### config.mk
export PLATFORM = sky130hd
export DESIGN_NAME = display_seq_ctrl
export DESIGN_NICKNAME = d
export VERILOG_FILES = /design/src/rtl/display_seq_ctrl_pkg.sv /design/src/rtl/display_seq_ctrl_bcd2_counter.sv /design/src/rtl/display_seq_ctrl.sv
export SDC_FILE = /design/constraint.sdc
export NUM_CORES = 1
export LEC_CHECK = 0
export ABC_AREA = 1
export CAP_MARGIN = 40
export CORE_AREA = 4 4 88 90
export CTS_CLUSTER_DIAMETER = 30
export DETAILED_ROUTE_END_ITERATION = 8
export DIE_AREA = 0 0 92 94
export HOLD_SLACK_MARGIN = 0.12
export PLACE_DENSITY = 0.42
export SETUP_SLACK_MARGIN = 0.15
export SLEW_MARGIN = 10
export SYNTH_ARGS = -nofsm -noshare
export SYNTH_HDL_FRONTEND = slang
export SYNTH_HIERARCHICAL = 1
export SYNTH_SLANG_ARGS = --single-unit
### constraint.sdc
create_clock -name clk -period 2.5 [get_ports clk]
set_clock_uncertainty 0.2 [all_clocks]
set_input_delay 0.25 -clock clk [delete_from_list [all_inputs] [get_ports clk]]
set_output_delay 0.25 -clock clk [all_outputs]
set_load 0.03 [all_outputs]
### src/rtl/display_seq_ctrl_pkg.sv
// Shared constants for the display sequencer: state codes, default dwell/flash
// lengths and the BCD helpers used by the controller, display mux and benches.
package display_seq_ctrl_pkg;

    typedef enum logic [2:0] {
        ST_SET_X       = 3'd0,
        ST_SET_Y       = 3'd1,
        ST_SHOW_LO     = 3'd2,
        ST_SHOW_HI     = 3'd3,
        ST_FLASH_Y_ON  = 3'd4,
        ST_FLASH_Y_OFF = 3'd5,
        ST_FLASH_X_ON  = 3'd6,
        ST_FLASH_X_OFF = 3'd7
    } seq_state_e;

    localparam int unsigned DWELL_DEF = 3;
    localparam int unsigned FLASH_DEF = 6;
    localparam int unsigned TCNT_W    = 3;

    typedef struct packed {
        logic [3:0] tens;
        logic [3:0] units;
    } bcd2_t;

    // Digits are clamped with >= so a corrupted digit can never count past 9.
    function automatic bcd2_t bcd2_inc(input bcd2_t v);
        bcd2_t r;
        r = v;
        if (v.units >= 4'd9) begin
            r.units = 4'd0;
            r.tens  = (v.tens >= 4'd9) ? 4'd0 : v.tens + 4'd1;
        end else begin
            r.units = v.units + 4'd1;
        end
        return r;
    endfunction

    // Packed BCD orders the same way as the decimal value it encodes.
    function automatic logic bcd2_lt(input bcd2_t a, input bcd2_t b);
        return {a.tens, a.units} < {b.tens, b.units};
    endfunction

    function automatic logic [TCNT_W-1:0] tcnt_sat_inc(input logic [TCNT_W-1:0] c);
        return (c == {TCNT_W{1'b1}}) ? c : c + 1'b1;
    endfunction

endpackage

### src/rtl/display_seq_ctrl_bcd2_counter.sv
// Two-digit BCD up-counter (00..99, wraps to 00) with synchronous clear.
module bcd2_counter
    import display_seq_ctrl_pkg::*;
(
    input  logic       clk,
    input  logic       rst_n,
    input  logic       inc,
    input  logic       clr,
    output logic [3:0] units,
    output logic [3:0] tens
);

    bcd2_t nxt;

    assign nxt = bcd2_inc('{tens: tens, units: units});

    always_ff @(posedge clk or negedge rst_n) begin
        if (!rst_n) begin
            units <= 4'd0;
            tens  <= 4'd0;
        end else if (clr) begin
            units <= 4'd0;
            tens  <= 4'd0;
        end else if (inc) begin
            units <= nxt.units;
            tens  <= nxt.tens;
        end
    end

endmodule

### src/rtl/display_seq_ctrl.sv
// Display sequencer: edit X and Y, show the low/high phases for DWELL ticks,
// then flash whichever operand is larger-or-equal-side for FLASH tick phases.
module display_seq_ctrl
    import display_seq_ctrl_pkg::*;
#(
    parameter int unsigned DWELL = DWELL_DEF,
    parameter int unsigned FLASH = FLASH_DEF
) (
    input  logic       clk,
    input  logic       rst_n,
    input  logic       tick,
    input  logic       btn_next,
    input  logic       btn_inc,
    input  logic       btn_clr,
    output logic [3:0] state,
    output logic [3:0] x1,
    output logic [3:0] x2,
    output logic [3:0] y1,
    output logic [3:0] y2,
    output logic       x_lt_y
);

    // DWELL and FLASH must each fit the 3-bit counter (1..7).
    localparam logic [TCNT_W-1:0] DWELL_LAST = TCNT_W'(DWELL - 1);
    localparam logic [TCNT_W-1:0] FLASH_LAST = TCNT_W'(FLASH - 1);

    seq_state_e        st;
    logic [TCNT_W-1:0] tcnt;
    logic              inc_x;
    logic              inc_y;
    bcd2_t             x_val;
    bcd2_t             y_val;

    assign state = {1'b0, st};
    assign x_val = '{tens: x2, units: x1};
    assign y_val = '{tens: y2, units: y1};

    // btn_inc is the lowest-priority pulse: any clear or advance masks it.
    assign inc_x = btn_inc && !btn_clr && !btn_next && (st == ST_SET_X);
    assign inc_y = btn_inc && !btn_clr && !btn_next && (st == ST_SET_Y);

    bcd2_counter u_x (
        .clk   (clk),
        .rst_n (rst_n),
        .inc   (inc_x),
        .clr   (btn_clr),
        .units (x1),
        .tens  (x2)
    );

    bcd2_counter u_y (
        .clk   (clk),
        .rst_n (rst_n),
        .inc   (inc_y),
        .clr   (btn_clr),
        .units (y1),
        .tens  (y2)
    );

    always_ff @(posedge clk or negedge rst_n) begin
        if (!rst_n) begin
            st     <= ST_SET_X;
            tcnt   <= '0;
            x_lt_y <= 1'b0;
        end else if (btn_clr) begin
            st     <= ST_SET_X;
            tcnt   <= '0;
            x_lt_y <= 1'b0;
        end else if (btn_next) begin
            tcnt <= '0;
            case (st)
                ST_SET_X: st <= ST_SET_Y;
                ST_SET_Y: begin
                    st     <= ST_SHOW_LO;
                    x_lt_y <= bcd2_lt(x_val, y_val);
                end
                default:  st <= ST_SET_X;
            endcase
        end else if (tick) begin
            case (st)
                ST_SHOW_LO: begin
                    if (tcnt == DWELL_LAST) begin
                        st   <= ST_SHOW_HI;
                        tcnt <= '0;
                    end else begin
                        tcnt <= tcnt_sat_inc(tcnt);
                    end
                end
                ST_SHOW_HI: begin
                    if (tcnt == DWELL_LAST) begin
                        st   <= x_lt_y ? ST_FLASH_Y_ON : ST_FLASH_X_ON;
                        tcnt <= '0;
                    end else begin
                        tcnt <= tcnt_sat_inc(tcnt);
                    end
                end
                // The on/off pair is one flash phase; toggling keeps the count
                // so the whole flash lasts FLASH ticks from entry.
                ST_FLASH_Y_ON, ST_FLASH_Y_OFF, ST_FLASH_X_ON, ST_FLASH_X_OFF: begin
                    if (tcnt == FLASH_LAST) begin
                        st   <= ST_SET_X;
                        tcnt <= '0;
                    end else begin
                        st   <= seq_state_e'({st[2:1], ~st[0]});
                        tcnt <= tcnt_sat_inc(tcnt);
                    end
                end
                default: ;
            endcase
        end
    end

endmodule

==> run_results.csv, run 1 <==
group,metric,value,unit
synth,ys_seq_elements,23,
cts,cts_setup_buffers,0,
cts,htree_levels,1,
setup_path,r2r_start,"st[2]$_DFFE_PN0P_",
setup_path,crit_type,"in2reg",
sta,finalCritPeriodShare,80.1,%
power,ir_drop,0.000173,V
route,vias,1634,
placed_design,placed_cell_area,0.00227,sq mm
synth,syn-num-nets,287,
setup_path,crit_end,"u_x/units[3]$_DFFE_PN0P_",
cts,path_clk_slew,0.09,ns
synth,yosys.area.top_type,"dfrtp_1",
sta,rsz0062_at_grt,"no",
cts,cts_root_buf,"clkbuf_8",
die,std_cell_rows,31,
die,coreArea,0.00706,sq mm
setup_path,critPathMaxFanout,6,
setup_path,rrSetupSlack,0.54,ns
setup_path,timing.rr.end,"u_x/units[3]$_DFFE_PN0P_",
route,vias_per_cell,4.20,
setup_path,cp_data_required_time,2.51,ns
cts,clock-sinks,23,
placed_design,hpwl,3.29,mm
route,detail_route.drc_violations,0,
sta,finalSetupTns,0,ns
route,antenna_left,0,
setup_path,cp-start-kind,"primary input",
synth,synth_top_area_share,30.6,%
route,avgRoutedWirePerCell,10.8,microns
cells_and_area,final_util,32.8,%
global_route,grtUsageTotal,11.0,%
die,start_util,26.7,%
die,die-area,0.00865,sq mm
cts,postCtsResizedCells,0,
setup_path,r2r_cells,9,
synth,synth_area_leaders,"dfrtp_1 (31%), nand2_1 (16%), ha_1 (15%)",
route,wirelength,4.21,mm
synth,yosysWarningCount,6,
placed_design,gp_congestion,0.766,
placed_design,place_worst_setup_slack,0.214,ns
worst_hold_path,hold_class,"in2async",
sta,fmax,0.499,GHz
sta,finalHoldViolCount,0,
global_route,grt-ovfl-total,0,
cells_and_area,drive_gt1_share,12.4,%
sta,setup_slack,0.497,ns
sta,finalSetupViolCount,0,
global_route,grt_max_degree,24,
cells_and_area,area_growth,23.1,%
synth,syn_avg_cell_area,7.27,sq um
placed_design,portBuffers,25,
cts,numCtsBuffers,3,
cts,insertion_delay,0.27,ns
cells_and_area,multi_input_area,0.00112,sq mm
cells_and_area,stdcell_area,0.00232,sq mm
synth,synth_seq_area_share,30.6,%
die,pin_count,27,
outcome,status,"completed",
global_route,first_global_vias,1656,
cts,tritoncts,"done",
power,p_leak,1.13,nW
synth,ys_types,31,
synth,netlist_instances,259,
power,powerDensity,672,mW/mm^2
global_route,antenna_found_initial,0,
power,power,1.56,mW
setup_path,crit_path_end_kind,"flop",
sta,period_minus_slack,2.00,ns
cells_and_area,fill_cells,781,
cts,hold_buffers,0,
cells_and_area,nets,319,
die,die_h,94,microns
die,die_x,92,microns
cells_and_area,regArea,576,sq um
route,drt_first_iter_violations,44,
route,drt_first_pass_iters,4,
setup_path,crit_start,"btn_clr",
cts,cts_buffer_depth,2,
flow_run,cap_violations,0,
setup_path,worstPathArrival,2.01,ns
sta,slew_viol_final,0,
synth,syn-cell-area,0.00188,sq mm
global_route,grt_pass1_wl,7.76,mm
cells_and_area,diodes,0,
## per-layer routing
layer / up-vias / GRT usage (%) / part of all wire [%]
li1: 873 / - / -
met1: 727 / 14.9 / 50
met2: 28 / 17.8 / 45
met3: 6 / 2.24 / 3.7
met4: 0 / 3.09 / 1.2
met5: - / 0 / 0
## cell usage in the layout, fill, tap and decap left out, drive strengths merged, types with 4 or more instances in the layout
| master | n |
|---|---|
| o21ai | 14 |
| nand4 | 8 |
| nand3 | 11 |
| clkdlybuf4s50 | 25 |
| inv | 46 |
| ha | 22 |
| nand2 | 85 |
| dfrtp | 23 |
| a21oi | 8 |
| o21bai | 4 |
| nor2 | 27 |
## area by class of cell
cell class              count  area share, %
multi-input cells         189           48.5
flip-flops and latches     23           24.8
repair buffers             28           11.8
inverters                  46           7.56
well taps                  99           5.34
clock buffers               3           1.78
clock inverters             1          0.216
## cell families after synthesis
kind of cell	count (synthesis)	synth area share, %
simple gates	134	32.6
buf+inv	47	9.70
compound gates	29	11.0
flops	23	30.6
fa+ha+maj	22	14.6
xor+xnor	3	1.40
other cells	1	0.199
## worst min path at each step
stage / slack [ns] / cells after the start / endpoint / startpoint
detailed placement: 0.40 / 2 / x_lt_y$_DFFE_PN0P_ / x_lt_y$_DFFE_PN0P_
global route: 0.16 / 2 / u_y/tens[2]$_DFFE_PN0P_ / rst_n
floorplan: -0.25 / 0 / st[0]$_DFFE_PN0P_ / rst_n
finish: 0.14 / 2 / u_y/tens[2]$_DFFE_PN0P_ / rst_n
CTS: 0.14 / 2 / u_y/tens[2]$_DFFE_PN0P_ / rst_n
global placement: 0.40 / 2 / x_lt_y$_DFFE_PN0P_ / x_lt_y$_DFFE_PN0P_
## power breakdown
group / switching (mW) / internal, mW
Combinational: 0.431 / 0.312
Sequential: 0.140 / 0.435
Clock: 0.128 / 0.111
## synth_stat cells
cell type and count:
nand4_1 8, conb_1 1, nand3_2 4, nor2_4 1
nor2_1 24, nor2_2 1, ha_1 22, o21bai_1 2
nor2_8 1, inv_1 36, nand3_1 7, dfrtp_1 23
nand2_1 79, o21ai_2 2, nand2_2 4, nor3_1 2
o21ai_1 5, inv_4 1, and2_1 1, o22ai_1 1
a21oi_2 1, nand2_4 2, inv_2 9, buf_4 1
o21a_1 1, xor2_1 3, o21ai_0 7, o211ai_1 1
o21bai_4 2, a21oi_4 1, a21oi_1 6
## registers in the layout, indices dropped and copies added (netlist names)
register   flops
u_x/tens       4
u_x/units      4
u_y/tens       4
u_y/units      4
st             3
tcnt           3
x_lt_y         1
## worst max-delay path, stage by stage
cell	delay [ns]
clkdlybuf4s50_1	0.52
nor2_8	0.21
inv_4	0.06
nor3_1	0.41
inv_2	0.13
nand2_4	0.12
nand2_1	0.05
o21bai_1	0.12
nand2_1	0.06
nor2_1	0.07
## metrics by stage
stage | hold slack (ns) | std cells
floorplan | -0.246 | 259
CTS | 0.143 | 389
detailed placement | 0.400 | 385
finish | 0.138 | 389
global placement | 0.399 | 385
global route | 0.159 | 389
Note: power is estimated with default switching activity, not from simulation.
==> inputs of run 2 (changes only) <==
PLACE_DENSITY = 0.44   (was 0.42)
clock period = 1.7 ns   (was 2.5 ns; I/O delays follow)
==> run 2 against run 1 <==
Effect of this change: design area up 17%; combinational power up 83%; core utilization up 5.4 points; die area unchanged; cell count up 8.7%; power up 62%; flip-flop and latch count unchanged; setup slack worse by 0.43 ns; sequential share of layout area down 2.9 points; via count up 10%; highest routed layer unchanged.
==> run_results.csv, run 2 (synthesis results as in run 1) <==
group,metric,value,unit
placed_design,portBuffers,25,
global_route,first_global_vias,1739,
cts,cts_buffer_depth,2,
route,drt_first_iter_violations,35,
worst_hold_path,hp-start,"u_x/tens[1]$_DFFE_PN0P_",
power,powerDensity,931,mW/mm^2
route,detail_route.drc_violations,0,
worst_hold_path,hold_class,"reg2reg",
setup_path,worstPathArrival,1.59,ns
cells_and_area,layout_common_cells,"nand2_1 (67), inv_1 (32), buf_4 (30)",
setup_path,crit_path_end_kind,"flop",
setup_path,cp_data_required_time,1.66,ns
setup_path,cp-start-kind,"flop",
placed_design,gp_congestion,0.763,
placed_design,hpwl,3.42,mm
cts,insertion_delay,0.27,ns
flow_run,cap_violations,0,
die,coreArea,0.00706,sq mm
sta,finalHoldViolCount,0,
die,start_util,26.7,%
power,p_leak,1.39,nW
route,wl_met3,165,microns
route,vias_per_cell,4.25,
global_route,grtUsageTotal,11.2,%
cts,clock-sinks,23,
global_route,grt_pass1_wl,7.89,mm
setup_path,crit_start,"st[1]$_DFFE_PN0P_",
cts,tritoncts,"done",
cells_and_area,drive_gt1_share,35.2,%
cells_and_area,fill_cells,769,
cts,numCtsBuffers,3,
die,std_cell_rows,31,
sta,fin_hold_ws,0.357,ns
global_route,antenna_found_initial,0,
route,antenna_left,0,
cells_and_area,nets,353,
global_route,grt_max_degree,24,
sta,finalCritPeriodShare,96.2,%
cells_and_area,final_common_cell,"nand2_1",
cts,path_clk_slew,0.08,ns
cells_and_area,diodes,0,
setup_path,r2r_start,"st[1]$_DFFE_PN0P_",
placed_design,place_worst_setup_slack,-0.236,ns
sta,setup_slack,0.0653,ns
power,ir_drop,0.000358,V
sta,period_minus_slack,1.63,ns
route,wirelength,4.64,mm
route,avgRoutedWirePerCell,11.0,microns
sta,fmax,0.612,GHz
global_route,grt-ovfl-total,0,
route,drt_first_pass_iters,5,
outcome,status,"completed",
cells_and_area,area_growth,43.5,%
sta,finalSetupViolCount,0,
die,die_h,94,microns
sta,slew_viol_final,0,
die,die_x,92,microns
route,top_layer,"met4",
route,routed-wl-met2,2.30,mm
route,vias,1797,
route,wl_met1,2.15,mm
cts,cts_root_buf,"clkbuf_8",
cts,htree_levels,1,
die,die-area,0.00865,sq mm
die,pin_count,27,
sta,rsz0062_at_grt,"yes",
setup_path,crit_type,"reg2reg",
setup_path,critPathMaxFanout,4,
run 2: metal layers:
layer  vias up  GRT usage [%]
li1        936              -
met1       834           14.0
met2        25           20.0
met3         2           2.64
met4         0           1.86
met5         -              0
run 2: critical path, cell delays in order, from the launching register on:
cell and delay (ns):
dfrtp_2 0.45, buf_6 0.13, buf_6 0.11, buf_6 0.11, o21ai_4 0.19, nand2_4 0.09, nand2_2 0.08, nor2_2 0.03
nand3_1 0.08, nand2_1 0.06
run 2: cell type report:
| class | instances | area, sq um | share of cell area (%) |
|---|---|---|---|
| clock buffer | 4 | 45.0 | 1.67 |
| inverter | 46 | 178 | 6.57 |
| multi-input combinational | 189 | 1250 | 46.3 |
| sequential | 23 | 592 | 21.9 |
| tap | 99 | 124 | 4.58 |
| timing repair buffer | 62 | 514 | 19.0 |
run 2: timing repair:
action / CTS / global route
hold buffers: 1 / 0
setup endpoints to repair: 35 / 30
pin swaps: 1 / 19
setup buffers: 8 / 9
endpoints found under the hold margin: 23 / 0
resized for setup: 25 / 46
run 2: final timing paths:
path	endpoint	slack, ns	cells past startpoint
min	u_x/tens[1]$_DFFE_PN0P_	0.36	2
min reg2reg	u_x/tens[1]$_DFFE_PN0P_	0.36	2
max	st[0]$_DFFE_PN0P_	0.07	9
max reg2reg	st[0]$_DFFE_PN0P_	0.07	9
max in group asynchronous	st[2]$_DFFE_PN0P_	0.44	3
min in group asynchronous	u_y/tens[0]$_DFFE_PN0P_	0.59	3
run 2: per-stage QoR:
step	TNS [ns]	area, sq um	power [mW]	util (%)	cells
2_1_floorplan	0	1920	1.60	-	259
3_3_place_gp	-2.08	2430	2.08	34.4	401
3_5_place_dp	-2.54	2430	2.08	34.4	401
4_1_cts	0	2530	2.42	35.9	414
5_1_grt	-0.130	2700	2.79	38.3	423
6_report	0	2700	2.51	38.3	423
run 2: power by group:
| part | internal, mW | switching (mW) | leakage, nW |
|---|---|---|---|
| registers | 0.653 | 0.149 | 0.290 |
| logic | 0.570 | 0.788 | 1.07 |
| clock network | 0.168 | 0.187 | 0.0228 |
==> variant 1 (config.mk and constraints of run 1) <==
`TCNT_W`: 3 -> 6.
--- a/src/rtl/display_seq_ctrl_pkg.sv
+++ b/src/rtl/display_seq_ctrl_pkg.sv
@@ -15,7 +15,7 @@
 
     localparam int unsigned DWELL_DEF = 3;
     localparam int unsigned FLASH_DEF = 6;
-    localparam int unsigned TCNT_W    = 3;
+    localparam int unsigned TCNT_W    = 6;
 
     typedef struct packed {
         logic [3:0] tens;
Behaviour: same outputs for any inputs over 10 cycles, from zero or initial values and one cycle with rst_n low; that may be too few to reach the edited logic, so the function may still have changed.
==> variant 1 against run 1 <==
Register-to-register slack got worse by 0.06 ns. Final area increased by 5.8%. Sequential power up 8.7%. Maximum frequency decreased by 1.1%. First-iteration DRC count grew 52%. Setup slack worse by 0.022 ns. Power increased by 5.2%. Non-clock buffer count fell by 1. Wire length up 8.1%. Sequential cell count rose by 3. Synthesized area up 7.1%. Critical path type is now flop to flop.
==> variant 1: results (changes against run 1) <==
.. list-table::
   :header-rows: 1

   * - Metric
     - Value
   * - Global-route wire length before repair
     - 8070 µm (+4.0%)
   * - Comb. pwr
     - 0.735 mW (-1%)
   * - Setup slack at placement
     - 0.216 ns (+0.00297 ns)
   * - Mean number of vias per cell
     - 4.27 (+1.8%)
   * - Adder and majority cell fraction of the synthesized area
     - 13.6% (-0.97 points)
   * - DPL Wire Length
     - 3520 µm (+7.0%)
   * - Pin count of the biggest net entering global routing
     - 27 (+13%)
   * - Switching Power
     - 0.706 mW (+1.1%)
   * - Met3 track demand over resource in global routing
     - 2.40% (+0.16 points)
   * - Post-layout nets
     - 338 (+6.0%)
   * - Number of instances in the synthesized netlist
     - 279 (+7.7%)
   * - Number of distinct standard cells referenced by the synthesized netlist
     - 26 (-16%)
   * - Power share of the sequential group
     - 38.2% (+1.2 points)
   * - Arr. time, crit path
     - 2.03 ns (+0.02 ns)
   * - Commonest cells in the netlist
     - 85 x sky130_fd_sc_hd__nand2_1, 40 x sky130_fd_sc_hd__inv_1, 29 x sky130_fd_sc_hd__nor2_1
   * - Run status
     - finished clean
   * - Hold WS
     - 0.147 ns (+0.00889 ns)
   * - Clock H-tree levels
     - 1 (unchanged)
   * - Cells after DPL
     - 404 (+4.9%)
   * - Global-route usage over all layers
     - 11.5% (+0.48 points)
   * - Xor/xnor cell area share of the yosys netlist
     - 1.30% (-0.093 points)
   * - Met1 usage
     - 16.5% (+1.7 points)
   * - Static leakage power
     - 1.21 nW (+7.0%)
   * - Number of global-route vias before repair
     - 1622 (-2.1%)
   * - Synth warn
     - 6 (unchanged)
   * - Fraction of final layout cells sized beyond drive strength 1
     - 11.7% (-0.76 points)
   * - Post-DP Area
     - 0.00240 mm² (+5.6%)
   * - Beginning of the critical path
     - st[2]
   * - Cell types with the largest area share after synthesis
     - sky130_fd_sc_hd__dfrtp_1 32%, sky130_fd_sc_hd__nand2_1 16%, sky130_fd_sc_hd__ha_1 14%
   * - Switching part of the total power
     - 43.1% (-1.7 points)
   * - Routed wire length
     - 4550 µm (+8.1%)
   * - Vias post-DR
     - 1744 (+6.7%)
   * - Number of filler instances in the final layout
     - 789 (+1.0%)
   * - Complex-gate fraction of the synthesized area
     - 7.88% (-3.1 points)
   * - Worst IR Drop VDD
     - 258 µV (+49%)
   * - Number of DRC markers after the initial detailed-route iteration
     - 67 (+52%)
   * - Minimum setup slack in the final design
     - 0.475 ns (-0.0216 ns)
   * - Worst Setup EP
     - u_y/units[3]
   * - Total area of sequential cells
     - 651 µm² (+13%)
[variant 1: layer usage]
metal,routed length [µm],up-vias
met5,0,-
met3,117,2
met4,30,0
met1,2360,795
met2,2040,22
li1,-,925
[variant 1: worst max-delay path, stage by stage (launching register included)]
cell and delay [ns]:
sky130_fd_sc_hd__dfrtp_1 0.47, sky130_fd_sc_hd__nor2_2 0.22, sky130_fd_sc_hd__nand2_1 0.12, sky130_fd_sc_hd__nor3_1 0.39, sky130_fd_sc_hd__inv_2 0.13, sky130_fd_sc_hd__nand2_4 0.12, sky130_fd_sc_hd__nand2_1 0.05, sky130_fd_sc_hd__o21bai_1 0.12
sky130_fd_sc_hd__nand2_1 0.06, sky130_fd_sc_hd__nor2_1 0.08
[variant 1: layout make-up]
class | instances | share of cell area, %
Multi-Input combinational cell | 202 | 47.7
Sequential cell | 26 | 26.5
Timing Repair Buffer | 27 | 10.8
Inverter | 50 | 7.65
Tap cell | 99 | 5.05
Clock buffer | 4 | 2.24
==> variant 2 (flow settings as in run 1) <==
Made on the original files. Add an input register stage for `tick`, `btn_next`, `btn_inc` and `btn_clr`, with the module's reset; this delays them by one clock.
--- a/src/rtl/display_seq_ctrl.sv
+++ b/src/rtl/display_seq_ctrl.sv
@@ -24,6 +24,25 @@
     localparam logic [TCNT_W-1:0] DWELL_LAST = TCNT_W'(DWELL - 1);
     localparam logic [TCNT_W-1:0] FLASH_LAST = TCNT_W'(FLASH - 1);
 
+    logic tick_q;
+    logic btn_next_q;
+    logic btn_inc_q;
+    logic btn_clr_q;
+
+    always_ff @(posedge clk or negedge rst_n) begin
+        if (!rst_n) begin
+            tick_q     <= '0;
+            btn_next_q <= '0;
+            btn_inc_q  <= '0;
+            btn_clr_q  <= '0;
+        end else begin
+            tick_q     <= tick;
+            btn_next_q <= btn_next;
+            btn_inc_q  <= btn_inc;
+            btn_clr_q  <= btn_clr;
+        end
+    end
+
     seq_state_e        st;
     logic [TCNT_W-1:0] tcnt;
     logic              inc_x;
@@ -36,14 +55,14 @@
     assign y_val = '{tens: y2, units: y1};
 
     // btn_inc is the lowest-priority pulse: any clear or advance masks it.
-    assign inc_x = btn_inc && !btn_clr && !btn_next && (st == ST_SET_X);
-    assign inc_y = btn_inc && !btn_clr && !btn_next && (st == ST_SET_Y);
+    assign inc_x = btn_inc_q && !btn_clr_q && !btn_next_q && (st == ST_SET_X);
+    assign inc_y = btn_inc_q && !btn_clr_q && !btn_next_q && (st == ST_SET_Y);
 
     bcd2_counter u_x (
         .clk   (clk),
         .rst_n (rst_n),
         .inc   (inc_x),
-        .clr   (btn_clr),
+        .clr   (btn_clr_q),
         .units (x1),
         .tens  (x2)
     );
@@ -52,7 +71,7 @@
         .clk   (clk),
         .rst_n (rst_n),
         .inc   (inc_y),
-        .clr   (btn_clr),
+        .clr   (btn_clr_q),
         .units (y1),
         .tens  (y2)
     );
@@ -62,11 +81,11 @@
             st     <= ST_SET_X;
             tcnt   <= '0;
             x_lt_y <= 1'b0;
-        end else if (btn_clr) begin
+        end else if (btn_clr_q) begin
             st     <= ST_SET_X;
             tcnt   <= '0;
             x_lt_y <= 1'b0;
-        end else if (btn_next) begin
+        end else if (btn_next_q) begin
             tcnt <= '0;
             case (st)
                 ST_SET_X: st <= ST_SET_Y;
@@ -76,7 +95,7 @@
                 end
                 default:  st <= ST_SET_X;
             endcase
-        end else if (tick) begin
+        end else if (tick_q) begin
             case (st)
                 ST_SHOW_LO: begin
                     if (tcnt == DWELL_LAST) begin
Function: changed (Yosys sat finds a counterexample within 4 cycles, from zero or initial values and one cycle with rst_n low).
==> variant 2 against run 1 <==
Worst hold slack got worse by 0.0056 ns. Sequential cell count increased by 4. Setup slack got worse by 0.010 ns. First-iteration DRC count increased by 14%. Final area increased by 3.6%. Wire length increased by 3.0%. Synthesized area increased by 4.4%. Via count increased by 1.7%. Register-to-register slack got worse by 0.05 ns. Core utilization increased by 1.2 points. Critical path depth decreased by 1. Power increased by 9.3%. Largest cell class unchanged.
==> variant 2: results (changes against run 1) <==
.. list-table::
   :header-rows: 1

   * - Metric
     - Value
   * - Post-layout nets
     - 322 (+0.94%)
   * - Fraction of final layout cells sized beyond drive strength 1
     - 11.6% (-0.81 points)
   * - Critical Setup Path Class
     - flop to flop
   * - Complex-gate fraction of the synthesized area
     - 10.6% (-0.33 points)
   * - Routed wirelength normalized by instance count
     - 11.1 µm (+2.3%)
   * - Mean number of vias per cell
     - 4.24 (+0.94%)
   * - Number of distinct standard cells referenced by the synthesized netlist
     - 29 (-6.5%)
   * - Register area share after synthesis
     - 34.4% (+3.8 points)
   * - Number of global-route vias before repair
     - 1593 (-3.8%)
   * - Post-Synthesis Net Count
     - 290 (+1.0%)
   * - Global-route wire length before repair
     - 7480 µm (-3.6%)
   * - Global-route usage over all layers
     - 10.8% (-0.24 points)
   * - Total area of sequential cells
     - 676 µm² (+17%)
   * - DPL Wire Length
     - 3330 µm (+1.2%)
   * - Routability Congestion
     - 0.722 (-5.8%)
   * - Final clock period utilization by the worst path
     - 80.5% (+0.40 points)
   * - Pin count of the biggest net entering global routing
     - 28 (+17%)
   * - Multi-input gate share of the layout cell area
     - 46.4% (-2.1 points)
   * - Cells after DPL
     - 388 (+0.78%)
   * - Total area of multi-input combinational cells
     - 0.00111 mm² (-1.0%)
   * - Largest fanout of any net on the critical path
     - 8 (+2)
   * - Run status
     - finished clean
   * - Number of filler instances in the final layout
     - 770 (-1.4%)
   * - Capture instance of the worst register-to-register path
     - u_y/units[3]
   * - Setup slack at placement
     - 0.482 ns (+0.268 ns)
   * - Hold WS
     - 0.133 ns (-0.00560 ns)
   * - Critical Path Slowest Stage Cell
     - sky130_fd_sc_hd__dfrtp_1
   * - Clk cell area share
     - 1.93% (-0.069 points)
   * - Inverter count
     - 45 (-2.2%)
   * - Reg2reg setup slack
     - 0.49 ns (-0.05 ns)
   * - Number of DRC markers after the initial detailed-route iteration
     - 50 (+14%)
   * - Commonest cells in the netlist
     - 80 x sky130_fd_sc_hd__nand2_1, 36 x sky130_fd_sc_hd__inv_1, 27 x sky130_fd_sc_hd__dfrtp_1
   * - Static leakage power
     - 1.17 nW (+3.2%)
   * - Largest stage delay on the critical path
     - 0.50 ns (-0.02 ns)
   * - Adder and majority cell fraction of the synthesized area
     - 14.0% (-0.61 points)
   * - Worst IR Drop VDD
     - 241 µV (+39%)
## variant 2: logic make-up after synthesis
kind of cell,Yosys count
and+or+nand+nor,134
buffers and inverters,46
AOI/OAI and AO/OA,29
DFF,27
adders and majority gates,22
xor gates and xnor gates,3
other,1
## variant 2: power breakdown
part	internal, mW	leakage (nW)	switching [mW]
clock	0.112	0.0255	0.149
sequential	0.508	0.355	0.138
combinational	0.332	0.786	0.463
total	0.952	1.17	0.750
## variant 2: routing by layer
layer / wire length (µm) / GRT usage (%) / share of wire [%] / vias up
li1: - / - / - / 883
met1: 2050 / 13.7 / 47 / 753
met2: 2070 / 18.6 / 48 / 22
met3: 189 / 2.88 / 4.4 / 4
met4: 26 / 1.86 / 0.60 / 0
met5: 0 / 0 / 0 / -
